<file path="src/rtl/mem_arbiter_if.sv">
// Bundle of requester, downstream-memory and status signals for mem_arbiter.
// The arbiter connects through the slave modport; requesters/memory sit on master.
interface mem_arbiter_if;
  logic        m0_req;
  logic        m0_we;
  logic [31:0] m0_addr;
  logic [31:0] m0_wdata;
  logic [2:0]  m0_size;
  logic        m0_gnt;
  logic        m0_rvalid;
  logic [31:0] m0_rdata;

  logic        m1_req;
  logic        m1_we;
  logic [31:0] m1_addr;
  logic [31:0] m1_wdata;
  logic [2:0]  m1_size;
  logic        m1_gnt;
  logic        m1_rvalid;
  logic [31:0] m1_rdata;

  logic [31:0] mem_addr;
  logic [31:0] mem_wdata;
  logic        mem_read;
  logic        mem_write;
  logic [2:0]  mem_u_b_h_w;
  logic [31:0] mem_rdata;
  logic        busy;

  modport slave (
    input  m0_req, m0_we, m0_addr, m0_wdata, m0_size,
    input  m1_req, m1_we, m1_addr, m1_wdata, m1_size,
    input  mem_rdata,
    output m0_gnt, m0_rvalid, m0_rdata,
    output m1_gnt, m1_rvalid, m1_rdata,
    output mem_addr, mem_wdata, mem_read, mem_write, mem_u_b_h_w, busy
  );

  modport master (
    output m0_req, m0_we, m0_addr, m0_wdata, m0_size,
    output m1_req, m1_we, m1_addr, m1_wdata, m1_size,
    output mem_rdata,
    input  m0_gnt, m0_rvalid, m0_rdata,
    input  m1_gnt, m1_rvalid, m1_rdata,
    input  mem_addr, mem_wdata, mem_read, mem_write, mem_u_b_h_w, busy
  );
endinterface

</file>
<file path="src/rtl/mem_arbiter.sv">
// Two-port (CPU=0, DMA=1) single-outstanding memory arbiter with IDLE/ISSUE/WAIT FSM.
// Define MEM_ARB_RR_EN for round-robin on simultaneous requests; otherwise port 0 has priority.
module mem_arbiter #(
  parameter int unsigned RD_LATENCY = 1
) (
  input  logic          clk,
  input  logic          rst_n,
  mem_arbiter_if.slave  bus
);

  typedef enum logic [1:0] {
    IDLE  = 2'd0,
    ISSUE = 2'd1,
    WAIT  = 2'd2
  } state_t;

  state_t      state_q;
  logic [3:0]  cnt_q;
  logic        owner_q;
  logic [1:0]  gnt_q;
  logic [1:0]  rvalid_q;
  logic [31:0] rdata0_q;
  logic [31:0] rdata1_q;
  logic        mem_read_q;
  logic        mem_write_q;
  logic [31:0] mem_addr_q;
  logic [31:0] mem_wdata_q;
  logic [2:0]  mem_size_q;
  logic        busy_q;
`ifdef MEM_ARB_RR_EN
  logic        last_q;
`endif

  logic        any_req_d;
  logic        win_d;
  logic        sel_we_d;
  logic [31:0] sel_addr_d;
  logic [31:0] sel_wdata_d;
  logic [2:0]  sel_size_d;

  // Winner selection and command mux for the IDLE sampling cycle.
  always_comb begin
    any_req_d = bus.m0_req | bus.m1_req;
`ifdef MEM_ARB_RR_EN
    if (bus.m0_req && bus.m1_req) begin
      win_d = ~last_q;
    end else begin
      win_d = ~bus.m0_req;
    end
`else
    if (bus.m0_req) begin
      win_d = 1'b0;
    end else begin
      win_d = 1'b1;
    end
`endif
    if (win_d) begin
      sel_we_d    = bus.m1_we;
      sel_addr_d  = bus.m1_addr;
      sel_wdata_d = bus.m1_wdata;
      sel_size_d  = bus.m1_size;
    end else begin
      sel_we_d    = bus.m0_we;
      sel_addr_d  = bus.m0_addr;
      sel_wdata_d = bus.m0_wdata;
      sel_size_d  = bus.m0_size;
    end
  end

  // Transaction FSM; every output is a register so strobes are glitch-free.
  always_ff @(posedge clk or negedge rst_n) begin
    if (!rst_n) begin
      state_q     <= IDLE;
      cnt_q       <= 4'd0;
      owner_q     <= 1'b0;
      gnt_q       <= 2'b00;
      rvalid_q    <= 2'b00;
      rdata0_q    <= 32'd0;
      rdata1_q    <= 32'd0;
      mem_read_q  <= 1'b0;
      mem_write_q <= 1'b0;
      mem_addr_q  <= 32'd0;
      mem_wdata_q <= 32'd0;
      mem_size_q  <= 3'd0;
      busy_q      <= 1'b0;
`ifdef MEM_ARB_RR_EN
      last_q      <= 1'b1;
`endif
    end else begin
      // Strobes and the downstream bus are single-cycle; default them off.
      gnt_q       <= 2'b00;
      rvalid_q    <= 2'b00;
      mem_read_q  <= 1'b0;
      mem_write_q <= 1'b0;
      mem_addr_q  <= 32'd0;
      mem_wdata_q <= 32'd0;
      mem_size_q  <= 3'd0;
      case (state_q)
        IDLE: begin
          if (any_req_d) begin
            state_q     <= ISSUE;
            busy_q      <= 1'b1;
            owner_q     <= win_d;
            gnt_q       <= win_d ? 2'b10 : 2'b01;
            mem_read_q  <= ~sel_we_d;
            mem_write_q <= sel_we_d;
            mem_addr_q  <= sel_addr_d;
            mem_wdata_q <= sel_wdata_d;
            mem_size_q  <= sel_size_d;
`ifdef MEM_ARB_RR_EN
            last_q      <= win_d;
`endif
          end else begin
            busy_q      <= 1'b0;
          end
        end
        ISSUE: begin
          if (mem_write_q) begin
            state_q <= IDLE;
            busy_q  <= 1'b0;
          end else begin
            state_q <= WAIT;
            cnt_q   <= 4'(RD_LATENCY - 32'd1);
          end
        end
        WAIT: begin
          if (cnt_q == 4'd0) begin
            state_q           <= IDLE;
            busy_q            <= 1'b0;
            rvalid_q[owner_q] <= 1'b1;
            if (owner_q) begin
              rdata1_q <= bus.mem_rdata;
            end else begin
              rdata0_q <= bus.mem_rdata;
            end
          end else begin
            cnt_q <= cnt_q - 4'd1;
          end
        end
        default: begin
          state_q <= IDLE;
          busy_q  <= 1'b0;
        end
      endcase
    end
  end

  assign bus.m0_gnt      = gnt_q[0];
  assign bus.m1_gnt      = gnt_q[1];
  assign bus.m0_rvalid   = rvalid_q[0];
  assign bus.m1_rvalid   = rvalid_q[1];
  assign bus.m0_rdata    = rdata0_q;
  assign bus.m1_rdata    = rdata1_q;
  assign bus.mem_read    = mem_read_q;
  assign bus.mem_write   = mem_write_q;
  assign bus.mem_addr    = mem_addr_q;
  assign bus.mem_wdata   = mem_wdata_q;
  assign bus.mem_u_b_h_w = mem_size_q;
  assign bus.busy        = busy_q;

endmodule

</file>
<file path="src/flat_wrapper.sv">
// flat-port wrapper written by rule: the top's interface ports become plain ports
module mem_arbiter_flat 
#(
  parameter int unsigned RD_LATENCY = 1
)
  (clk, rst_n, bus_m0_req, bus_m0_we, bus_m0_addr, bus_m0_wdata, bus_m0_size, bus_m1_req, bus_m1_we, bus_m1_addr, bus_m1_wdata, bus_m1_size, bus_mem_rdata, bus_m0_gnt, bus_m0_rvalid, bus_m0_rdata, bus_m1_gnt, bus_m1_rvalid, bus_m1_rdata, bus_mem_addr, bus_mem_wdata, bus_mem_read, bus_mem_write, bus_mem_u_b_h_w, bus_busy);
  mem_arbiter_if bus_i ();
  input  logic clk;
  input  logic rst_n;
  input wire logic [$bits(bus_i.m0_req)-1:0] bus_m0_req;
  input wire logic [$bits(bus_i.m0_we)-1:0] bus_m0_we;
  input wire logic [$bits(bus_i.m0_addr)-1:0] bus_m0_addr;
  input wire logic [$bits(bus_i.m0_wdata)-1:0] bus_m0_wdata;
  input wire logic [$bits(bus_i.m0_size)-1:0] bus_m0_size;
  input wire logic [$bits(bus_i.m1_req)-1:0] bus_m1_req;
  input wire logic [$bits(bus_i.m1_we)-1:0] bus_m1_we;
  input wire logic [$bits(bus_i.m1_addr)-1:0] bus_m1_addr;
  input wire logic [$bits(bus_i.m1_wdata)-1:0] bus_m1_wdata;
  input wire logic [$bits(bus_i.m1_size)-1:0] bus_m1_size;
  input wire logic [$bits(bus_i.mem_rdata)-1:0] bus_mem_rdata;
  output wire logic [$bits(bus_i.m0_gnt)-1:0] bus_m0_gnt;
  output wire logic [$bits(bus_i.m0_rvalid)-1:0] bus_m0_rvalid;
  output wire logic [$bits(bus_i.m0_rdata)-1:0] bus_m0_rdata;
  output wire logic [$bits(bus_i.m1_gnt)-1:0] bus_m1_gnt;
  output wire logic [$bits(bus_i.m1_rvalid)-1:0] bus_m1_rvalid;
  output wire logic [$bits(bus_i.m1_rdata)-1:0] bus_m1_rdata;
  output wire logic [$bits(bus_i.mem_addr)-1:0] bus_mem_addr;
  output wire logic [$bits(bus_i.mem_wdata)-1:0] bus_mem_wdata;
  output wire logic [$bits(bus_i.mem_read)-1:0] bus_mem_read;
  output wire logic [$bits(bus_i.mem_write)-1:0] bus_mem_write;
  output wire logic [$bits(bus_i.mem_u_b_h_w)-1:0] bus_mem_u_b_h_w;
  output wire logic [$bits(bus_i.busy)-1:0] bus_busy;
  assign bus_i.m0_req = bus_m0_req;
  assign bus_i.m0_we = bus_m0_we;
  assign bus_i.m0_addr = bus_m0_addr;
  assign bus_i.m0_wdata = bus_m0_wdata;
  assign bus_i.m0_size = bus_m0_size;
  assign bus_i.m1_req = bus_m1_req;
  assign bus_i.m1_we = bus_m1_we;
  assign bus_i.m1_addr = bus_m1_addr;
  assign bus_i.m1_wdata = bus_m1_wdata;
  assign bus_i.m1_size = bus_m1_size;
  assign bus_i.mem_rdata = bus_mem_rdata;
  assign bus_m0_gnt = bus_i.m0_gnt;
  assign bus_m0_rvalid = bus_i.m0_rvalid;
  assign bus_m0_rdata = bus_i.m0_rdata;
  assign bus_m1_gnt = bus_i.m1_gnt;
  assign bus_m1_rvalid = bus_i.m1_rvalid;
  assign bus_m1_rdata = bus_i.m1_rdata;
  assign bus_mem_addr = bus_i.mem_addr;
  assign bus_mem_wdata = bus_i.mem_wdata;
  assign bus_mem_read = bus_i.mem_read;
  assign bus_mem_write = bus_i.mem_write;
  assign bus_mem_u_b_h_w = bus_i.mem_u_b_h_w;
  assign bus_busy = bus_i.busy;
  mem_arbiter #(.RD_LATENCY(RD_LATENCY)) u_core (.clk(clk), .rst_n(rst_n), .bus(bus_i));
endmodule
</file>
<file path="config.mk">
export PLATFORM = sky130hd
export DESIGN_NAME = mem_arbiter_flat
export DESIGN_NICKNAME = d
export VERILOG_FILES = /design/src/rtl/mem_arbiter_if.sv /design/src/rtl/mem_arbiter.sv /design/src/flat_wrapper.sv
export SDC_FILE = /design/constraint.sdc
export NUM_CORES = 1
export LEC_CHECK = 0
export BUFFER_PORTS_ARGS = -buffer_cell sky130_fd_sc_hd__clkbuf_2
export CORE_MARGIN = 3
export CORE_UTILIZATION = 41
export DETAILED_ROUTE_END_ITERATION = 6
export GPL_TIMING_DRIVEN = 0
export PLACE_DENSITY = 0.75
export SLEW_MARGIN = 20
export SYNTH_ARGS = -nofsm -noshare
export SYNTH_HDL_FRONTEND = slang
export SYNTH_SLANG_ARGS = --single-unit
</file>
<file path="constraint.sdc">
create_clock -name clk -period 2.5 [get_ports clk]
set_input_delay 0.5 -clock clk [delete_from_list [all_inputs] [get_ports clk]]
set_output_delay 0.5 -clock clk [all_outputs]
set_load 0.005 [all_outputs]
</file>
==> key figures, run 1 <==
Global route
  – First-pass GRT wire length: 23,800 um
  – Vias in the first global route: 4,480
  – Total grt overflow: 0
  – Global Route Usage Sum: 0.218
  – Pin count of the biggest net entering global routing: 91
  – Antenna violations before repair: 1

Clock network
  – Postcts setup bufs: 0
  – CTS root buf: clkbuf_16
  – Clock transition at path regs: 60 ps
  – H-tree depth: 4
  – Post-cts sizing count: 0
  – CTS max path bufs: 2
  – CTS sink count: 145
  – Worst skew pair latency: 430 ps
  – CTS Hold Bufs: 0
  – CTS Buf Count: 17
  – CTS tree: yes

Hold path
  – Worst hold path type: input port to asynchronous set/reset pin

Pwr
  – Int Power: 6.69 mW
  – Reg power frac: 0.386
  – Net Sw Frac: 0.282
  – Net switching power: 2.62 mW
  – Pwr per Cell Area: 1180 nW/um^2
  – Clock share of power: 0.316
  – Leakage power: 4.20 nW
  – Final Total Pwr: 9.31 mW
  – Max VDD drop: 463 uV
  – Comb power frac: 0.298

Synth
  – Post-Syn Area per Cell: 15.3 um^2
  – Adder-cell share of the synthesized area: 0.0116
  – Syn nets: 530
  – Largest family of logic cells by synthesized area: multiplexers
  – Multiplexer share of the synthesized area: 0.137
  – Post-synthesis compound-gate area fraction: 0.131
  – Post-Syn Instances: 353
  – Post-synthesis cell type count: 29
  – Register area share after synthesis: 0.670
  – EDFF count, synth: 0
  – Synth Area in XOR/XNOR: 0
  – Number of synthesis warnings: 0
  – Cell Area, Synth: 5420 um^2
  – Synth Area in Simple Gates: 0.0245
  – Yosys reg bits: 145
  – Ys async rst share: 1.00
  – Main synth FF type: dfrtp_1

Floorplan
  – Initial Util: 0.424
  – Chip Height: 121 um
  – Area of the core: 12,800 um^2
  – Die area: 14,600 um^2
  – Top-level I/O count: 310
  – Die W: 121 um
  – FP Rows: 41

Detailed routing
  – Vias: 4,286
  – DR iter-0 viols: 132
  – Detailed Route WL: 15,900 um
  – Vias per cell: 4.94
  – DR pass1 iterations: 4
  – Wirelength per Cell: 18.3 um
  – DR DRC count: 0
  – DRT antenna net count: 0

Layout
  – Final non-filler cell total: 867
  – Final Util: 0.619
  – Ant. Diodes: 0
  – Sequential Area: 3630 um^2
  – # fillers: 1,001
  – Ratio of cells with drive above 1 in the final layout: 0.599
  – Area Overhead vs Synth: 45.9%
  – Area of the multi-input gates: 1650 um^2
  – Final nets: 859

Critical path
  – Worst path required time: 2800 ps
  – R2R depth: 6
  – Crit Path Max Fanout: 10
  – CP cell instances: inv_1 > ha_1 > nor3b_1 > nand3_1 > buf_2 > mux2_2
  – Setup crit start kind: flop
  – Start of the worst register-to-register path: u_core.cnt_q[0]$_DFFE_PN0P_
  – CP Buf/Inv Count: 2
  – Critical Path AT: 2570 ps
  – Slowest CP cell: nor3b_1
  – Largest stage delay, worst path: 490 ps
  – RR Endpoint: u_core.bus.m1_rdata[17]$_DFFE_PN0P_
  – Flop-to-flop setup slack: 230 ps
  – Critical path depth in cells: 6
  – Critical path endpoint category: flop
  – Critical path class: flop to flop
  – Delay-heaviest family, CP: simple AND/OR/NAND/NOR gates

STA
  – Endpoints failing hold: 0
  – RSZ-0062 raised after global routing: false
  – Tmin final: 2270 ps
  – Final setup TNS: 0 ps
  – FMAX: 441 MHz
  – Setup Skew: 14.4 ps
  – Setup-failing EPs final: 0
  – Final worst-path cycle share: 0.906
  – Minimum hold slack: 47.4 ps
  – Slew HR: 0.581
  – Final Max Slew Viols: 0
  – Worst slew pin tran: 628 ps

Place
  – GPL Wtd Cong: 0.850
  – Placed cells: 835
  – Hpwl dp: 12,700 um
  – PortBufs: 309

Job
  – MaxCap Viol Count: 0

Status
  – Status: finished clean
-- cell type report --
type / instances / area share
Inverter: 7 / 0.00332
Timing Repair Buffer: 310 / 0.200
Clock inverter: 13 / 0.0323
Tap cell: 172 / 0.0272
Buffer: 23 / 0.0147
Clock buffer: 19 / 0.0548
Sequential cell: 145 / 0.459
Multi-Input combinational cell: 178 / 0.208
-- logic make-up (layout without fill, tap and decap cells) --
| logic type | Yosys count | after routing |
|---|---|---|
| adders and majority gates | 5 | 5 |
| and+or+nand+nor | 23 | 23 |
| muxes | 66 | 66 |
| DFF | 145 | 145 |
| AOI/OAI and AO/OA | 84 | 84 |
| buffers and inverters | 30 | 372 |
-- sequential cells by signal (all words and copies together) (netlist names) --
name,count
u_core.cnt_q,4
u_core.bus.mem_write,1
u_core.bus.m1_rdata,32
u_core.bus.busy,1
u_core.bus.mem_wdata,32
u_core.gnt_q,2
u_core.bus.mem_u_b_h_w,3
u_core.bus.m0_rdata,32
u_core.rvalid_q,2
u_core.state_q,2
u_core.owner_q,1
u_core.bus.mem_addr,32
u_core.bus.mem_read,1
-- per-stage QoR --
| stage | setup slack [ps] | cell area [um^2] |
|---|---|---|
| floorplan | 504 | 5420 |
| global placement | -1280 | 7180 |
| detailed placement | 239 | 7210 |
| CTS | 225 | 7900 |
| global route | 34.0 | 7900 |
| finish | 235 | 7900 |
-- worst max-delay path by stage --
stage | from | to | slack [ps]
after floorplan | u_core.cnt_q[0]$_DFFE_PN0P_ | u_core.bus.m0_rdata[10]$_DFFE_PN0P_ | 500
after global placement | rst_n | u_core.bus.mem_wdata[4]$_DFF_PN0_ | -1280
after detailed placement | u_core.cnt_q[0]$_DFFE_PN0P_ | u_core.bus.m1_rdata[23]$_DFFE_PN0P_ | 240
after CTS | u_core.cnt_q[0]$_DFFE_PN0P_ | u_core.bus.m1_rdata[23]$_DFFE_PN0P_ | 220
after global routing | u_core.cnt_q[0]$_DFFE_PN0P_ | u_core.bus.m1_rdata[23]$_DFFE_PN0P_ | 30
final | u_core.cnt_q[0]$_DFFE_PN0P_ | u_core.bus.m1_rdata[17]$_DFFE_PN0P_ | 230
-- power groups by stage --
stage | sequential [mW] | clock (mW) | combinational, mW
floorplan | 3.67 | 0 | 1.30
global placement | 3.58 | 0 | 2.73
detailed placement | 3.63 | 0 | 2.82
CTS | 3.60 | 2.99 | 2.83
global route | 3.69 | 3.09 | 3.02
finish | 3.60 | 2.94 | 2.78
-- cell usage after synthesis (2+ instances only) --
cell,instances,share of area
o311ai_0,2,0.0032
a22o_1,68,0.11
clkbuf_1,12,0.0083
nor2_1,4,0.0028
buf_2,6,0.0055
mux2_2,65,0.14
dfrtp_1,145,0.67
nor2b_1,2,0.0023
inv_1,7,0.0049
nand3_1,3,0.0028
ha_1,5,0.012
nand2_1,6,0.0042
and2_1,2,0.0023
buf_6,3,0.0062
nor3b_1,3,0.0042
o21ai_0,3,0.0028
a21oi_1,4,0.0037
buf_1,2,0.0014
-- metal layers --
layer | global-route usage | vias up | part of all wire
met5 | 0 | - | 0.00044
met4 | 0.0956 | 2 | 0.030
met3 | 0.0732 | 33 | 0.087
met2 | 0.386 | 213 | 0.53
met1 | 0.237 | 2083 | 0.36
li1 | - | 1955 | -
-- layout by cell type, fill, tap and decap left out, drive strengths merged, types with 3 or more instances in the layout --
master  Yosys  layout
nor3b       3       3
ha          5       5
bufinv      0       7
nand2       6       6
a21oi       4       4
mux2       65      65
o21ai       3       3
dfrtp     145     145
nand3       3       3
clkinv      0       4
a22o       68      68
buf        11      12
nor2        4       4
clkbuf     12     340
inv         7       9
Note: power is estimated with default switching activity, not from simulation.
==> inputs of run 2 (changes only) <==
--- a/config.mk
+++ b/config.mk
@@ -6,6 +6,7 @@
 export NUM_CORES = 1
 export LEC_CHECK = 0
 export BUFFER_PORTS_ARGS = -buffer_cell sky130_fd_sc_hd__clkbuf_2
+export CORE_ASPECT_RATIO = 0.9
 export CORE_MARGIN = 3
 export CORE_UTILIZATION = 41
 export DETAILED_ROUTE_END_ITERATION = 6
==> run 2 against run 1 <==
Sequential power is essentially flat. Die area is essentially flat. Combinational power is essentially flat. Global-route usage shrank 0.58 points. Final area shrank 0.92%. Via count grew 0.33%. Register-to-register slack gained 60 ps. Non-clock buffer count is the same. Critical path depth grew 1. Maximum frequency grew 2.8%. Count of clock-buffer cells in the layout grew 3. Utilization shrank 0.62 points.
==> key figures, run 2 (synthesis gave the netlist of run 1 again) <==
Pwr
  – Net switching power: 2.57 mW (-1.9%)
  – Comb power frac: 0.306 (+0.008)
  – Int Power: 6.41 mW (-4.2%)
  – Pwr per Cell Area: 1150 nW/um^2 (-2.7%)
  – Max VDD drop: 548 uV (+18%)
  – Reg power frac: 0.400 (+0.014)
  – Leakage power: 4.17 nW (-0.76%)
  – Net Sw Frac: 0.287 (+0.00495)
  – Clock share of power: 0.294 (-0.022)

Hold path
  – Worst hold path type: input port to asynchronous set/reset pin

Detailed routing
  – Vias per cell: 5.01 (+1.3%)
  – DR pass1 iterations: 5 (+1)
  – DR iter-0 viols: 209 (+58%)
  – DR DRC count: 0 (unchanged)
  – Vias: 4,300 (+0.33%)
  – DRT antenna net count: 0 (unchanged)
  – Detailed Route WL: 15,700 um (-1.2%)
  – Wirelength per Cell: 18.3 um (-0.32%)

STA
  – FMAX: 454 MHz (+2.8%)
  – Final Max Slew Viols: 0 (unchanged)
  – Endpoints failing hold: 0 (unchanged)
  – Minimum hold slack: 164 ps (+117 ps)
  – Setup Skew: 6.63 ps (-7.74 ps)
  – Final worst-path cycle share: 0.882 (-0.0246)
  – Worst slew pin tran: 734 ps (+105 ps)
  – Fin worst setup slack: 296 ps (+61.5 ps)
  – Slew HR: 0.511 (-0.0703)
  – Setup-failing EPs final: 0 (unchanged)
  – RSZ-0062 raised after global routing: false
  – Tmin final: 2200 ps (-61.5 ps)

Global route
  – First-pass GRT wire length: 23,600 um (-0.58%)
  – Vias in the first global route: 4,460 (-0.45%)
  – Total grt overflow: 0 (unchanged)
  – Antenna violations before repair: 0 (-1)
  – Pin count of the biggest net entering global routing: 94 (+3.3%)
  – Global Route Usage Sum: 0.212 (-0.00585)

Clock network
  – CTS Hold Bufs: 0 (unchanged)
  – Post-cts sizing count: 0 (unchanged)
  – CTS sink count: 145 (unchanged)
  – CTS tree: yes
  – Clock transition at path regs: 60 ps (about the same)
  – Worst skew pair latency: 410 ps (-20 ps)
  – H-tree depth: 4 (unchanged)
  – CTS max path bufs: 2 (unchanged)
  – CTS Buf Count: 17 (unchanged)
  – Postcts setup bufs: 0 (unchanged)
  – CTS root buf: clkbuf_16

Layout
  – Final instance area: 7830 um^2 (-0.92%)
  – Area Overhead vs Synth: 44.6%
  – Ratio of cells with drive above 1 in the final layout: 0.601 (+0.00230)
  – Most frequent cells in the layout: clkbuf_2 (308), dfrtp_1 (145), a22o_1 (68)
  – Most common cell after layout, fill and taps aside: clkbuf_2
  – Final nets: 859 (unchanged)

Critical path
  – Start of the worst register-to-register path: u_core.cnt_q[0]$_DFFE_PN0P_
  – Critical path class: flop to flop
  – Delay-heaviest family, CP: simple AND/OR/NAND/NOR gates
  – Setup crit start kind: flop
  – RR Endpoint: u_core.bus.m0_rdata[21]$_DFFE_PN0P_
  – R2R depth: 7 (+1)
  – CP Buf/Inv Count: 3 (+1)
  – Flop-to-flop setup slack: 300 ps (+60 ps)
  – Critical path depth in cells: 7 (+1)
  – Critical path endpoint category: flop
  – Critical Path AT: 2490 ps (-80 ps)
  – Crit Path Max Fanout: 10 (unchanged)
  – Largest stage delay, worst path: 420 ps (-70 ps)
  – CP cell instances: inv_1 > ha_1 > or3b_1 > buf_2 > nor3_4 > buf_6 > mux2_2
  – Slowest CP cell: dfrtp_1
  – Worst path required time: 2790 ps (about the same)

Floorplan
  – FP Rows: 39 (-4.9%)
  – Die W: 127 um (+5.1%)
  – Top-level I/O count: 310 (unchanged)
  – Area of the core: 12,800 um^2 (about the same)
  – Die area: 14,600 um^2 (about the same)
  – Initial Util: 0.424 (about the same)
  – Chip Height: 115 um (-4.9%)

Place
  – Setup WS pre-CTS: 278 ps (+39.4 ps)
  – Placed Area: 7200 um^2 (-0.14%)
  – PortBufs: 309 (unchanged)
  – Hpwl dp: 12,600 um (-0.84%)
  – GPL Wtd Cong: 0.848 (-0.20%)

Status
  – Status: finished clean

Job
  – MaxCap Viol Count: 0 (unchanged)
-- run 2: cell count changes in the layout (fill, tap and decap cells not counted) --
cell,delta
clkbuf_8,+5
clkinvlp_4,+2
clkbuf_1,-2
clkinv_4,-1
bufinv_16,-4
clkinv_2,+1
inv_6,-2
diode_2,+1
-- run 2: power by group through the flow --
stage | Clock, mW | Combinational [mW] | Sequential, mW
finish | 2.64 | 2.75 | 3.59
global route | 2.78 | 3.01 | 3.68
CTS | 2.67 | 2.81 | 3.60
detailed placement | 0 | 2.80 | 3.63
global placement | 0 | 2.71 | 3.58
floorplan | 0 | 1.30 | 3.67
-- run 2: per-layer routing --
| layer | GRT usage | vias up | wire [um] |
|---|---|---|---|
| met4 | 0.0786 | 0 | 371 |
| li1 | - | 1960 | - |
| met2 | 0.377 | 222 | 8270 |
| met3 | 0.0864 | 28 | 1440 |
| met1 | 0.229 | 2090 | 5590 |
| met5 | 0 | - | 0 |
-- run 2: worst max-delay path by stage --
stage / from / end
final: u_core.cnt_q[0]$_DFFE_PN0P_ / u_core.bus.m0_rdata[21]$_DFFE_PN0P_
after global routing: u_core.state_q[0]$_DFFE_PN0P_ / u_core.bus.mem_wdata[16]$_DFF_PN0_
after CTS: u_core.cnt_q[0]$_DFFE_PN0P_ / u_core.bus.m0_rdata[8]$_DFFE_PN0P_
after detailed placement: u_core.cnt_q[0]$_DFFE_PN0P_ / u_core.bus.m0_rdata[23]$_DFFE_PN0P_
after global placement: rst_n / u_core.bus.mem_wdata[10]$_DFF_PN0_
after floorplan: u_core.cnt_q[0]$_DFFE_PN0P_ / u_core.bus.m0_rdata[10]$_DFFE_PN0P_
-- run 2: final cells by class --
type / instances / area [um^2]
buffer: 23 / 116
clock inverter: 9 / 129
clock buffer: 22 / 494
sequential: 145 / 3630
tap: 164 / 205
timing repair buffer: 310 / 1580
fill: 1001 / 4950
multi-input combinational: 178 / 1650
inverter: 7 / 26.3
antenna: 1 / 2.50
-- run 2: through the flow --
step                 util  std cells  power, mW  TNS [ps]
global placement    0.561        826       6.29   -183140
floorplan               -        353       4.97         0
CTS                 0.612        858       9.08         0
detailed placement  0.564        827       6.44         0
global route        0.612        858       9.48         0
finish              0.612        859       8.98         0
